$ cat src/rtl/seq_gen_pkg.sv
// Shared types for the sequence generator driver: command modes, response
// status codes and the driver state encoding.
package seq_gen_pkg;

   localparam int ORDER_W = 16;
   localparam int DATA_W  = 64;

   typedef enum logic [1:0] {
      MODE_NONE = 2'b00,
      MODE_FIB  = 2'b01,
      MODE_TRI  = 2'b10,
      MODE_BAD  = 2'b11
   } seq_mode_t;

   typedef enum logic [1:0] {
      RSP_OK       = 2'd0,
      RSP_OVERFLOW = 2'd1,
      RSP_ERROR    = 2'd2,
      RSP_TIMEOUT  = 2'd3
   } rsp_status_t;

   typedef enum logic [2:0] {
      ST_IDLE  = 3'd0,
      ST_LOAD1 = 3'd1,
      ST_LOAD2 = 3'd2,
      ST_WAIT  = 3'd3,
      ST_RESP  = 3'd4,
      ST_CLEAR = 3'd5
   } drv_state_e;

   function automatic logic mode_is_valid(input logic [1:0] mode);
      return (mode == MODE_FIB) || (mode == MODE_TRI);
   endfunction

endpackage

$ cat src/rtl/seq_gen_driver_if.sv
// Command, generator and response signals of the sequence generator driver.
// The driver side is the master; the command source plus generator is the slave.
interface seq_gen_driver_if;
   import seq_gen_pkg::*;

   logic                 cmd_valid;
   logic                 cmd_ready;
   logic [1:0]           cmd_mode;
   logic [ORDER_W-1:0]   cmd_order;
   logic [DATA_W-1:0]    cmd_data_in;

   logic                 fibonacci;
   logic                 triangle;
   logic                 load;
   logic                 clear;
   logic [ORDER_W-1:0]   order;
   logic [DATA_W-1:0]    data_in;
   logic                 done;
   logic [DATA_W-1:0]    data_out;
   logic                 overflow;
   logic                 error;

   logic                 rsp_valid;
   logic                 rsp_ready;
   logic [DATA_W-1:0]    rsp_data;
   logic [1:0]           rsp_status;

   modport master (
      input  cmd_valid, cmd_mode, cmd_order, cmd_data_in,
      input  done, data_out, overflow, error, rsp_ready,
      output cmd_ready, fibonacci, triangle, load, clear, order, data_in,
      output rsp_valid, rsp_data, rsp_status
   );

   modport slave (
      output cmd_valid, cmd_mode, cmd_order, cmd_data_in,
      output done, data_out, overflow, error, rsp_ready,
      input  cmd_ready, fibonacci, triangle, load, clear, order, data_in,
      input  rsp_valid, rsp_data, rsp_status
   );

endinterface

$ cat src/rtl/seq_gen_driver.sv
// Initiator for the sequence generator: accepts a command, pulses load for two
// cycles, waits for done/error/timeout, returns a response, then pulses clear.
//
// state | meaning
// IDLE  | cmd_ready high, waiting for a command
// LOAD1 | first load cycle, mode/order/data_in driven
// LOAD2 | second load cycle
// WAIT  | waiting for done or error, timeout counter running
// RESP  | response presented until rsp_ready
// CLEAR | one-cycle clear pulse to the generator
module seq_gen_driver
   import seq_gen_pkg::*;
#(
   parameter int TIMEOUT_CYCLES = 1024,
   parameter int CNT_W          = $clog2(TIMEOUT_CYCLES + 1)
) (
   input  logic             clk,
   input  logic             reset_n,
   seq_gen_driver_if.master bus
);

   localparam logic [2:0] S_IDLE  = 3'(ST_IDLE);
   localparam logic [2:0] S_LOAD1 = 3'(ST_LOAD1);
   localparam logic [2:0] S_LOAD2 = 3'(ST_LOAD2);
   localparam logic [2:0] S_WAIT  = 3'(ST_WAIT);
   localparam logic [2:0] S_RESP  = 3'(ST_RESP);
   localparam logic [2:0] S_CLEAR = 3'(ST_CLEAR);

   localparam logic [CNT_W-1:0] CNT_LAST = CNT_W'(TIMEOUT_CYCLES - 1);

   logic [2:0]          state_q,      state_d;
   logic [CNT_W-1:0]    cnt_q,        cnt_d;
   logic                fib_q,        fib_d;
   logic                tri_q,        tri_d;
   logic                load_q,       load_d;
   logic                clear_q,      clear_d;
   logic [ORDER_W-1:0]  order_q,      order_d;
   logic [DATA_W-1:0]   data_in_q,    data_in_d;
   logic                rsp_valid_q,  rsp_valid_d;
   logic [DATA_W-1:0]   rsp_data_q,   rsp_data_d;
   logic [1:0]          rsp_status_q, rsp_status_d;
   logic                sticky_q,     sticky_d;
   logic                loaded_q,     loaded_d;

   always_comb begin
      state_d      = state_q;
      cnt_d        = cnt_q;
      fib_d        = fib_q;
      tri_d        = tri_q;
      load_d       = load_q;
      clear_d      = clear_q;
      order_d      = order_q;
      data_in_d    = data_in_q;
      rsp_valid_d  = rsp_valid_q;
      rsp_data_d   = rsp_data_q;
      rsp_status_d = rsp_status_q;
      sticky_d     = sticky_q;
      loaded_d     = loaded_q;

      case (state_q)
         S_IDLE: begin
            if (bus.cmd_valid) begin
               sticky_d = 1'b0;
               cnt_d    = '0;
               if (mode_is_valid(bus.cmd_mode)) begin
                  order_d   = bus.cmd_order;
                  data_in_d = bus.cmd_data_in;
                  fib_d     = (bus.cmd_mode == MODE_FIB);
                  tri_d     = (bus.cmd_mode == MODE_TRI);
                  load_d    = 1'b1;
                  loaded_d  = 1'b1;
                  state_d   = S_LOAD1;
               end else begin
                  // Rejected without touching the generator, so no clear later.
                  loaded_d     = 1'b0;
                  rsp_valid_d  = 1'b1;
                  rsp_data_d   = '0;
                  rsp_status_d = RSP_ERROR;
                  state_d      = S_RESP;
               end
            end
         end
         S_LOAD1: begin
            if (bus.error || bus.done) sticky_d = 1'b1;
            state_d = S_LOAD2;
         end
         S_LOAD2: begin
            if (bus.error || bus.done) sticky_d = 1'b1;
            load_d  = 1'b0;
            cnt_d   = '0;
            state_d = S_WAIT;
         end
         S_WAIT: begin
            if (bus.error || bus.done || (cnt_q == CNT_LAST)) begin
               if (bus.error) begin
                  rsp_data_d   = bus.done ? bus.data_out : '0;
                  rsp_status_d = RSP_ERROR;
               end else if (bus.done) begin
                  rsp_data_d   = bus.data_out;
                  rsp_status_d = sticky_q     ? RSP_ERROR    :
                                 bus.overflow ? RSP_OVERFLOW : RSP_OK;
               end else begin
                  rsp_data_d   = '0;
                  rsp_status_d = sticky_q ? RSP_ERROR : RSP_TIMEOUT;
               end
               cnt_d       = '0;
               fib_d       = 1'b0;
               tri_d       = 1'b0;
               rsp_valid_d = 1'b1;
               state_d     = S_RESP;
            end else if (cnt_q != '1) begin
               cnt_d = cnt_q + CNT_W'(1);
            end
         end
         S_RESP: begin
            if (bus.rsp_ready) begin
               rsp_valid_d = 1'b0;
               if (loaded_q) begin
                  clear_d = 1'b1;
                  state_d = S_CLEAR;
               end else begin
                  state_d = S_IDLE;
               end
            end
         end
         S_CLEAR: begin
            clear_d = 1'b0;
            state_d = S_IDLE;
         end
         default: begin
            state_d = S_IDLE;
         end
      endcase
   end

   always_ff @(posedge clk or negedge reset_n) begin
      if (!reset_n) begin
         state_q      <= S_IDLE;
         cnt_q        <= '0;
         fib_q        <= 1'b0;
         tri_q        <= 1'b0;
         load_q       <= 1'b0;
         clear_q      <= 1'b0;
         order_q      <= '0;
         data_in_q    <= '0;
         rsp_valid_q  <= 1'b0;
         rsp_data_q   <= '0;
         rsp_status_q <= 2'd0;
         sticky_q     <= 1'b0;
         loaded_q     <= 1'b0;
      end else begin
         state_q      <= state_d;
         cnt_q        <= cnt_d;
         fib_q        <= fib_d;
         tri_q        <= tri_d;
         load_q       <= load_d;
         clear_q      <= clear_d;
         order_q      <= order_d;
         data_in_q    <= data_in_d;
         rsp_valid_q  <= rsp_valid_d;
         rsp_data_q   <= rsp_data_d;
         rsp_status_q <= rsp_status_d;
         sticky_q     <= sticky_d;
         loaded_q     <= loaded_d;
      end
   end

   assign bus.cmd_ready  = (state_q == S_IDLE);
   assign bus.fibonacci  = fib_q;
   assign bus.triangle   = tri_q;
   assign bus.load       = load_q;
   assign bus.clear      = clear_q;
   assign bus.order      = order_q;
   assign bus.data_in    = data_in_q;
   assign bus.rsp_valid  = rsp_valid_q;
   assign bus.rsp_data   = rsp_data_q;
   assign bus.rsp_status = rsp_status_q;

endmodule
$ cat src/flat_wrapper.sv
// flat-port wrapper written by rule: the top's interface ports become plain ports
module seq_gen_driver_flat import seq_gen_pkg::*;
#(
   parameter int TIMEOUT_CYCLES = 1024,
   parameter int CNT_W          = $clog2(TIMEOUT_CYCLES + 1)
)
  (clk, reset_n, bus_cmd_valid, bus_cmd_mode, bus_cmd_order, bus_cmd_data_in, bus_done, bus_data_out, bus_overflow, bus_error, bus_rsp_ready, bus_cmd_ready, bus_fibonacci, bus_triangle, bus_load, bus_clear, bus_order, bus_data_in, bus_rsp_valid, bus_rsp_data, bus_rsp_status);
  seq_gen_driver_if bus_i ();
  input  logic clk;
  input  logic reset_n;
  input wire logic [$bits(bus_i.cmd_valid)-1:0] bus_cmd_valid;
  input wire logic [$bits(bus_i.cmd_mode)-1:0] bus_cmd_mode;
  input wire logic [$bits(bus_i.cmd_order)-1:0] bus_cmd_order;
  input wire logic [$bits(bus_i.cmd_data_in)-1:0] bus_cmd_data_in;
  input wire logic [$bits(bus_i.done)-1:0] bus_done;
  input wire logic [$bits(bus_i.data_out)-1:0] bus_data_out;
  input wire logic [$bits(bus_i.overflow)-1:0] bus_overflow;
  input wire logic [$bits(bus_i.error)-1:0] bus_error;
  input wire logic [$bits(bus_i.rsp_ready)-1:0] bus_rsp_ready;
  output wire logic [$bits(bus_i.cmd_ready)-1:0] bus_cmd_ready;
  output wire logic [$bits(bus_i.fibonacci)-1:0] bus_fibonacci;
  output wire logic [$bits(bus_i.triangle)-1:0] bus_triangle;
  output wire logic [$bits(bus_i.load)-1:0] bus_load;
  output wire logic [$bits(bus_i.clear)-1:0] bus_clear;
  output wire logic [$bits(bus_i.order)-1:0] bus_order;
  output wire logic [$bits(bus_i.data_in)-1:0] bus_data_in;
  output wire logic [$bits(bus_i.rsp_valid)-1:0] bus_rsp_valid;
  output wire logic [$bits(bus_i.rsp_data)-1:0] bus_rsp_data;
  output wire logic [$bits(bus_i.rsp_status)-1:0] bus_rsp_status;
  assign bus_i.cmd_valid = bus_cmd_valid;
  assign bus_i.cmd_mode = bus_cmd_mode;
  assign bus_i.cmd_order = bus_cmd_order;
  assign bus_i.cmd_data_in = bus_cmd_data_in;
  assign bus_i.done = bus_done;
  assign bus_i.data_out = bus_data_out;
  assign bus_i.overflow = bus_overflow;
  assign bus_i.error = bus_error;
  assign bus_i.rsp_ready = bus_rsp_ready;
  assign bus_cmd_ready = bus_i.cmd_ready;
  assign bus_fibonacci = bus_i.fibonacci;
  assign bus_triangle = bus_i.triangle;
  assign bus_load = bus_i.load;
  assign bus_clear = bus_i.clear;
  assign bus_order = bus_i.order;
  assign bus_data_in = bus_i.data_in;
  assign bus_rsp_valid = bus_i.rsp_valid;
  assign bus_rsp_data = bus_i.rsp_data;
  assign bus_rsp_status = bus_i.rsp_status;
  seq_gen_driver #(.TIMEOUT_CYCLES(TIMEOUT_CYCLES), .CNT_W(CNT_W)) u_core (.clk(clk), .reset_n(reset_n), .bus(bus_i));
endmodule
$ cat config.mk
export PLATFORM = sky130hd
export DESIGN_NAME = seq_gen_driver_flat
export DESIGN_NICKNAME = d
export VERILOG_FILES = /design/src/rtl/seq_gen_pkg.sv /design/src/rtl/seq_gen_driver_if.sv /design/src/rtl/seq_gen_driver.sv /design/src/flat_wrapper.sv
export SDC_FILE = /design/constraint.sdc
export NUM_CORES = 1
export LEC_CHECK = 0
export BUFFER_PORTS_ARGS = -buffer_cell sky130_fd_sc_hd__buf_2
export CAP_MARGIN = 40
export CORE_MARGIN = 2
export CORE_UTILIZATION = 40
export DETAILED_ROUTE_END_ITERATION = 10
export GPL_ROUTABILITY_DRIVEN = 0
export HOLD_SLACK_MARGIN = 0.03
export PLACE_DENSITY = 0.69
export SLEW_MARGIN = 0
export SYNTH_ARGS = -nofsm -noshare
export SYNTH_HDL_FRONTEND = slang
export SYNTH_SLANG_ARGS = --single-unit
export TNS_END_PERCENT = 100
$ cat constraint.sdc
create_clock -name clk -period 2.1 [get_ports clk]
set_input_delay 0.63 -clock clk [delete_from_list [all_inputs] [get_ports clk]]
set_output_delay 0.63 -clock clk [all_outputs]
set_load 0.01 [all_outputs]
==> results of run 1 <==
==> metal layers <==
layer  routed length (microns)  part of all wire, %
met5                         0                    0
met4                       485                  2.7
met3                      1210                  6.8
met2                      8920                   50
met1                      7200                   40
==> state kept, by name, summed over array words and instances, names as in the netlist <==
signal,count
u_core.bus.rsp_valid,1
u_core.loaded_q,1
u_core.bus.data_in,64
u_core.bus.triangle,1
u_core.bus.load,1
u_core.bus.fibonacci,1
u_core.bus.rsp_data,64
u_core.cnt_q,11
u_core.sticky_q,1
u_core.bus.rsp_status,2
u_core.bus.order,16
u_core.state_q,3
u_core.bus.clear,1
==> per-stage QoR <==
step / std cells / TNS, ns / instance area, sq um / util, %
2_1_floorplan: 457 / 0 / 6490 / -
3_3_place_gp: 979 / -9.78 / 8450 / 53.2
3_5_place_dp: 979 / -14.82 / 8450 / 53.2
4_1_cts: 1011 / 0 / 9030 / 56.8
5_1_grt: 1012 / 0 / 9070 / 57.1
6_report: 1012 / 0 / 9070 / 57.1
==> where the power goes <==
group | total (mW) | switching, mW | leakage [nW] | internal, mW
Clock | 2.97 | 1.29 | 0.269 | 1.67
Sequential | 5.51 | 0.797 | 2.12 | 4.72
Combinational | 5.30 | 2.68 | 2.32 | 2.62
==> cell families (layout without fill, tap and decap cells) <==
logic type	after synthesis	in the layout
xor gates and xnor gates	2	2
AOI/OAI and AO/OA	110	110
adders and majority gates	3	3
and+or+nand+nor	55	55
DFF	167	167
muxes	83	83
buffers and inverters	37	376
==> placed cells by master (no fill, tap or decap), types with 4 or more instances in the layout <==
cell / n
nand2_1: 18
clkbuf_16: 17
nor2_1: 11
dfrtp_1: 165
a22o_1: 65
a21oi_1: 9
inv_6: 4
nand3_1: 5
buf_4: 23
buf_2: 302
o21ai_1: 7
o21ai_0: 14
mux2_2: 80
buf_12: 7
inv_1: 11
nor3_1: 7
==> layout make-up <==
class                           count  area share (%)
Tap cell                          216            2.98
Inverter                           11           0.455
Clock buffer                       19            4.88
Timing Repair Buffer              334            20.4
Clock inverter                     12            1.30
Multi-Input combinational cell    253            23.9
Sequential cell                   167            46.1
==> worst paths after layout <==
kind                                                 end                      from
worst max register to register      u_core.bus.rsp_valid           u_core.cnt_q[1]
worst min register to register  u_core.bus.rsp_status[0]  u_core.bus.rsp_status[0]
worst min-delay path               u_core.bus.data_in[0]                   reset_n
min in group clk                 u_core.bus.rsp_data[52]          bus_data_out[52]
max in group asynchronous         u_core.bus.data_in[24]                   reset_n
worst max-delay path                       bus_cmd_ready         u_core.state_q[0]
==> Yosys cell counts, types with 2 or more instances <==
| cell | number | area share [%] |
|---|---|---|
| inv_1 | 11 | 0.64 |
| mux2_2 | 80 | 14 |
| mux2i_1 | 3 | 0.46 |
| nand4_1 | 2 | 0.19 |
| buf_6 | 4 | 0.69 |
| a22oi_1 | 2 | 0.23 |
| o21ai_0 | 14 | 1.1 |
| a21oi_1 | 9 | 0.69 |
| o31a_1 | 2 | 0.27 |
| o21ai_1 | 7 | 0.54 |
| ha_1 | 3 | 0.58 |
| a22o_1 | 65 | 8.8 |
| clkbuf_1 | 10 | 0.58 |
| nor2_1 | 12 | 0.69 |
| dfrtp_1 | 167 | 64 |
| nand2_1 | 19 | 1.1 |
| nor3_1 | 8 | 0.62 |
| a31oi_1 | 3 | 0.29 |
| nand3_1 | 5 | 0.39 |
| buf_2 | 11 | 0.85 |
| nand2b_1 | 3 | 0.29 |
==> timing repair <==
action / CTS / global route
endpoints found under the setup margin: 1 / 8
hold buffers: 0 / 0
endpoints found under the hold margin: 0 / 0
setup buffers: 1 / 0
gates resized for setup: 3 / 4
==> worst max-delay path, stage by stage (launching register included) <==
cell     delay (ns)
dfrtp_2        0.46
buf_4          0.19
nor3_4         0.20
buf_6          0.13
==> impl_metrics.env, run 1 <==
export IMPL_clkTransAtPathRegs_ns=0.06
export IMPL_worstRegToRegCells=7
export IMPL_regArea_sq_um=4180
export IMPL_whs_ns=0.128
export IMPL_final_antenna_net_count=0
export IMPL_wl_mm=17.8
export IMPL_relSlewSlack_pct=69.8
export IMPL_synth_mux_area_share_pct=14.3
export IMPL_fillers=1315
export IMPL_rows=46
export IMPL_antenna_found_initial=1
export IMPL_status="completed"
export IMPL_netlist_instances=457
export IMPL_rsz0062_at_grt="no"
export IMPL_grt_pass1_wl_mm=28.8
export IMPL_setup_slack_ns=0.0662
export IMPL_wire_per_inst_microns=17.6
export IMPL_hpwl_mm=13.4
export IMPL_yosysSeqAreaShare_pct=64.4
export IMPL_die_h_microns=131
export IMPL_cts_htree_levels=4
export IMPL_fin_crit_ns=2.03
export IMPL_multiInputGateArea_sq_um=2170
export IMPL_final_max_slew_viol_count=0
export IMPL_final_layout_size_suffix_gt1_share_pct=57.3
export IMPL_num_vias=5079
export IMPL_top_usage_layer="met2"
export IMPL_layout_nets=940
export IMPL_finalHoldViolations=0
export IMPL_cellPowerDensity_nw_per_um2=1520
export IMPL_post_drt_via_cell_ratio=5.02
export IMPL_end_kind="primary output"
export IMPL_synthDistinctLibCells=38
export IMPL_cts_root_buf="clkbuf_16"
export IMPL_cp_start_kind="register"
export IMPL_vdd_drop_max_v=0.000850
export IMPL_synth_adder_area_share_pct=0.578
export IMPL_start_util_pct=40.9
export IMPL_clockBufferDepth=2
export IMPL_ys_async_sr_fraction_pct=100
export IMPL_grt_use_met2_pct=35.0
export IMPL_rrSetupSlack_ns=0.15
export IMPL_syn_avg_cell_area_sq_um=14.2
export IMPL_dieWidth_microns=131
export IMPL_ios=305
export IMPL_clk_latency_ns=0.43
export IMPL_maxCapViolCount=0
export IMPL_path_class="register to primary output"
export IMPL_firstDrtPassIters=4
export IMPL_dieArea_sq_um=17300
export IMPL_io_buffers=304
export IMPL_drc=0
export IMPL_cts_tree="yes"
export IMPL_grt_usage_pct=21.1
export IMPL_grt_use_met1_pct=26.2
export IMPL_met3_usage_pct=5.71
export IMPL_ys_ff_latch=167
export IMPL_gr_total_overflow=0
export IMPL_grt_max_degree=46
export IMPL_path_max_fanout=7
export IMPL_fin_crit_sh_pct=96.8
export IMPL_netlist_area_sq_um=6490
export IMPL_clkSinkCount=167
export IMPL_min_path_type="input pin to asynchronous set/reset pin"
export IMPL_clock_skew_ns=0.0148
export IMPL_synth_ff_type="dfrtp_1"
export IMPL_syn_num_nets=613
export IMPL_core_area_sq_um=15900
export IMPL_worst_pin_slew_ns=0.454
export IMPL_cp_required_ns=1.47
export IMPL_fmax_ghz=0.492
export IMPL_p_leak_nw=4.71
export IMPL_synth_simple_area_share_pct=4.61
export IMPL_numCtsBuffers=17
export IMPL_ys_warn_count=0
export IMPL_synth_compound_area_share_pct=13.0
export IMPL_finalPower_mw=13.8
export IMPL_synth_top_family_by_area="multiplexers"
export IMPL_place_worst_setup_slack_ns=-0.150
export IMPL_drtIter0Drc=287
export IMPL_finalSetupViolCount=0
export IMPL_area_growth_pct=39.7
export IMPL_grt_pass1_vias=5266
export IMPL_antenna_cells=0
export IMPL_synth_edf_count=0
export IMPL_arrival_ns=1.40
export IMPL_synth_xor_area_share_pct=0.270
Note: power is estimated with default switching activity, not from simulation.
==> run 2, diff against run 1 <==
--- a/config.mk
+++ b/config.mk
@@ -7,12 +7,16 @@
 export LEC_CHECK = 0
 export BUFFER_PORTS_ARGS = -buffer_cell sky130_fd_sc_hd__buf_2
 export CAP_MARGIN = 40
+export CELL_PAD_IN_SITES_DETAIL_PLACEMENT = 1
+export CELL_PAD_IN_SITES_GLOBAL_PLACEMENT = 1
 export CORE_MARGIN = 2
-export CORE_UTILIZATION = 40
+export CORE_UTILIZATION = 36
+export CTS_CLUSTER_DIAMETER = 100
 export DETAILED_ROUTE_END_ITERATION = 10
 export GPL_ROUTABILITY_DRIVEN = 0
 export HOLD_SLACK_MARGIN = 0.03
-export PLACE_DENSITY = 0.69
+export PLACE_DENSITY = 0.79
+export SKIP_CTS_REPAIR_TIMING = 1
 export SLEW_MARGIN = 0
 export SYNTH_ARGS = -nofsm -noshare
 export SYNTH_HDL_FRONTEND = slang
==> impl_metrics.env, run 2 (synthesis gave the netlist of run 1 again) <==
export IMPL_status="completed"
export IMPL_r2r_end="u_core.bus.rsp_valid"
export IMPL_finalSetupViolCount=0
export IMPL_antenna_found_initial=1
export IMPL_arrival_ns=1.39
export IMPL_seq_power_share_pct=40.0
export IMPL_grt_max_degree=68
export IMPL_io_buffers=304
export IMPL_clockBufferDepth=2
export IMPL_dieWidth_microns=138
export IMPL_clk_latency_ns=0.42
export IMPL_cts_htree_levels=4
export IMPL_end_kind="primary output"
export IMPL_fmax_ghz=0.494
export IMPL_layout_nets=936
export IMPL_area_growth_pct=39.6
export IMPL_switching_share_pct=35.5
export IMPL_setup_slack_ns=0.0757
export IMPL_drtIter0Drc=165
export IMPL_ios=305
export IMPL_clock_skew_ns=0.00913
export IMPL_clockPowerShare_pct=21.9
export IMPL_numCtsBuffers=17
export IMPL_mostFrequentLayoutCells="buf_2 (302), dfrtp_1 (166), mux2_2 (80)"
export IMPL_placed_area_sq_um=8450
export IMPL_cellPowerDensity_nw_per_um2=1530
export IMPL_maxCapViolCount=0
export IMPL_path_max_fanout=8
export IMPL_grt_pass1_wl_mm=30.3
export IMPL_cts_tree="yes"
export IMPL_cts_root_buf="clkbuf_16"
export IMPL_final_common_cell="buf_2"
export IMPL_min_path_type="input pin to asynchronous set/reset pin"
export IMPL_fin_crit_ns=2.02
export IMPL_post_drt_via_cell_ratio=5.01
export IMPL_rows=49
export IMPL_firstDrtPassIters=4
export IMPL_num_vias=5127
export IMPL_final_antenna_net_count=0
export IMPL_final_max_slew_viol_count=0
export IMPL_drc=0
export IMPL_die_h_microns=138
export IMPL_grt_usage_pct=19.9
export IMPL_vdd_drop_max_v=0.000646
export IMPL_cp_required_ns=1.47
export IMPL_dieArea_sq_um=19100
export IMPL_relSlewSlack_pct=73.3
export IMPL_cp_start_kind="register"
export IMPL_r2r_start="u_core.cnt_q[1]"
export IMPL_fillers=1945
export IMPL_path_class="register to primary output"
export IMPL_wire_per_inst_microns=18.3
export IMPL_fin_crit_sh_pct=96.4
export IMPL_gr_total_overflow=0
export IMPL_clkSinkCount=167
export IMPL_worstRegToRegCells=6
export IMPL_finalHoldViolations=0
export IMPL_hpwl_mm=14.0
export IMPL_rrSetupSlack_ns=0.17
export IMPL_p_sw_mw=4.92
export IMPL_grt_pass1_vias=5551
export IMPL_core_area_sq_um=17800
export IMPL_cell_internal_pwr_mw=8.95
export IMPL_start_util_pct=36.4
export IMPL_clkTransAtPathRegs_ns=0.07
export IMPL_wl_mm=18.7
export IMPL_worst_pin_slew_ns=0.401
export IMPL_place_worst_setup_slack_ns=-0.189
export IMPL_fin_area_sq_um=9060
export IMPL_power_frac_comb_pct=38.1
export IMPL_p_leak_nw=4.70
export IMPL_final_layout_size_suffix_gt1_share_pct=56.9
==> run 2: cell count changes in the layout (fill, tap and decap cells not counted), moves of 2 or more <==
cell        previous run  this run
buf_4                 23        21
clkinv_2               2         0
clkinv_4               1         3
clkinv_8               0         2
clkinvlp_4             3         1
inv_8                  1         3
==> run 2: power groups by stage <==
| stage | sequential [mW] | clock, mW | combinational, mW |
|---|---|---|---|
| after floorplan | 6.20 | 0 | 2.14 |
| after global placement | 5.47 | 0 | 5.08 |
| after detailed placement | 5.59 | 0 | 5.29 |
| after CTS | 5.55 | 3.12 | 5.33 |
| after global routing | 5.73 | 3.27 | 5.72 |
| final | 5.55 | 3.04 | 5.28 |
==> run 2: metal layers <==
metal  wire, microns  vias to the layer above  global-route usage (%)
met1            7450                     2563                    24.4
met5               0                        -                       0
met2            9510                      213                    33.7
met3            1330                       29                    5.72
li1                -                     2322                       -
met4             398                        0                    7.25
==> run 2: worst max-delay path by stage <==
stage                      startpoint                       to  slack, ns
finish              u_core.state_q[0]            bus_cmd_ready       0.08
CTS                 u_core.state_q[1]            bus_cmd_ready      -0.06
global route        u_core.state_q[0]            bus_cmd_ready     -0.004
detailed placement    bus_cmd_mode[0]  u_core.bus.rsp_data[18]      -0.19
global placement      bus_cmd_mode[0]  u_core.bus.rsp_data[26]      -0.11
floorplan             bus_cmd_mode[0]    u_core.bus.data_in[0]      0.008
==> run 2: critical path: stages, from the launching register on <==
cell     delay [ns]
dfrtp_1        0.45
buf_4          0.21
nor3_4         0.17
buf_4          0.15
==> run 2: per-stage QoR <==
stage / hold WS (ns) / instances / utilization, % / TNS, ns / power, mW
final: 0.116 / 1023 / 50.8 / 0 / 13.9
after global routing: 0.116 / 1023 / 50.8 / -0.00447 / 14.7
after CTS: 0.114 / 1021 / 50.6 / -0.0633 / 14.0
after detailed placement: 0.479 / 989 / 47.4 / -22.36 / 10.9
after global placement: 0.470 / 989 / 47.4 / -14.62 / 10.6
after floorplan: 0.334 / 457 / - / 0 / 8.34
==> run 2: final cells by class <==
| class | count | area [sq um] | share of cell area [%] |
|---|---|---|---|
| sequential | 167 | 4180 | 46.1 |
| multi-input combinational | 253 | 2160 | 23.9 |
| timing repair buffer | 330 | 1800 | 19.9 |
| clock buffer | 19 | 453 | 5.00 |
| tap | 229 | 287 | 3.16 |
| clock inverter | 13 | 135 | 1.49 |
| inverter | 11 | 41.3 | 0.456 |
| antenna | 1 | 2.50 | 0.0276 |
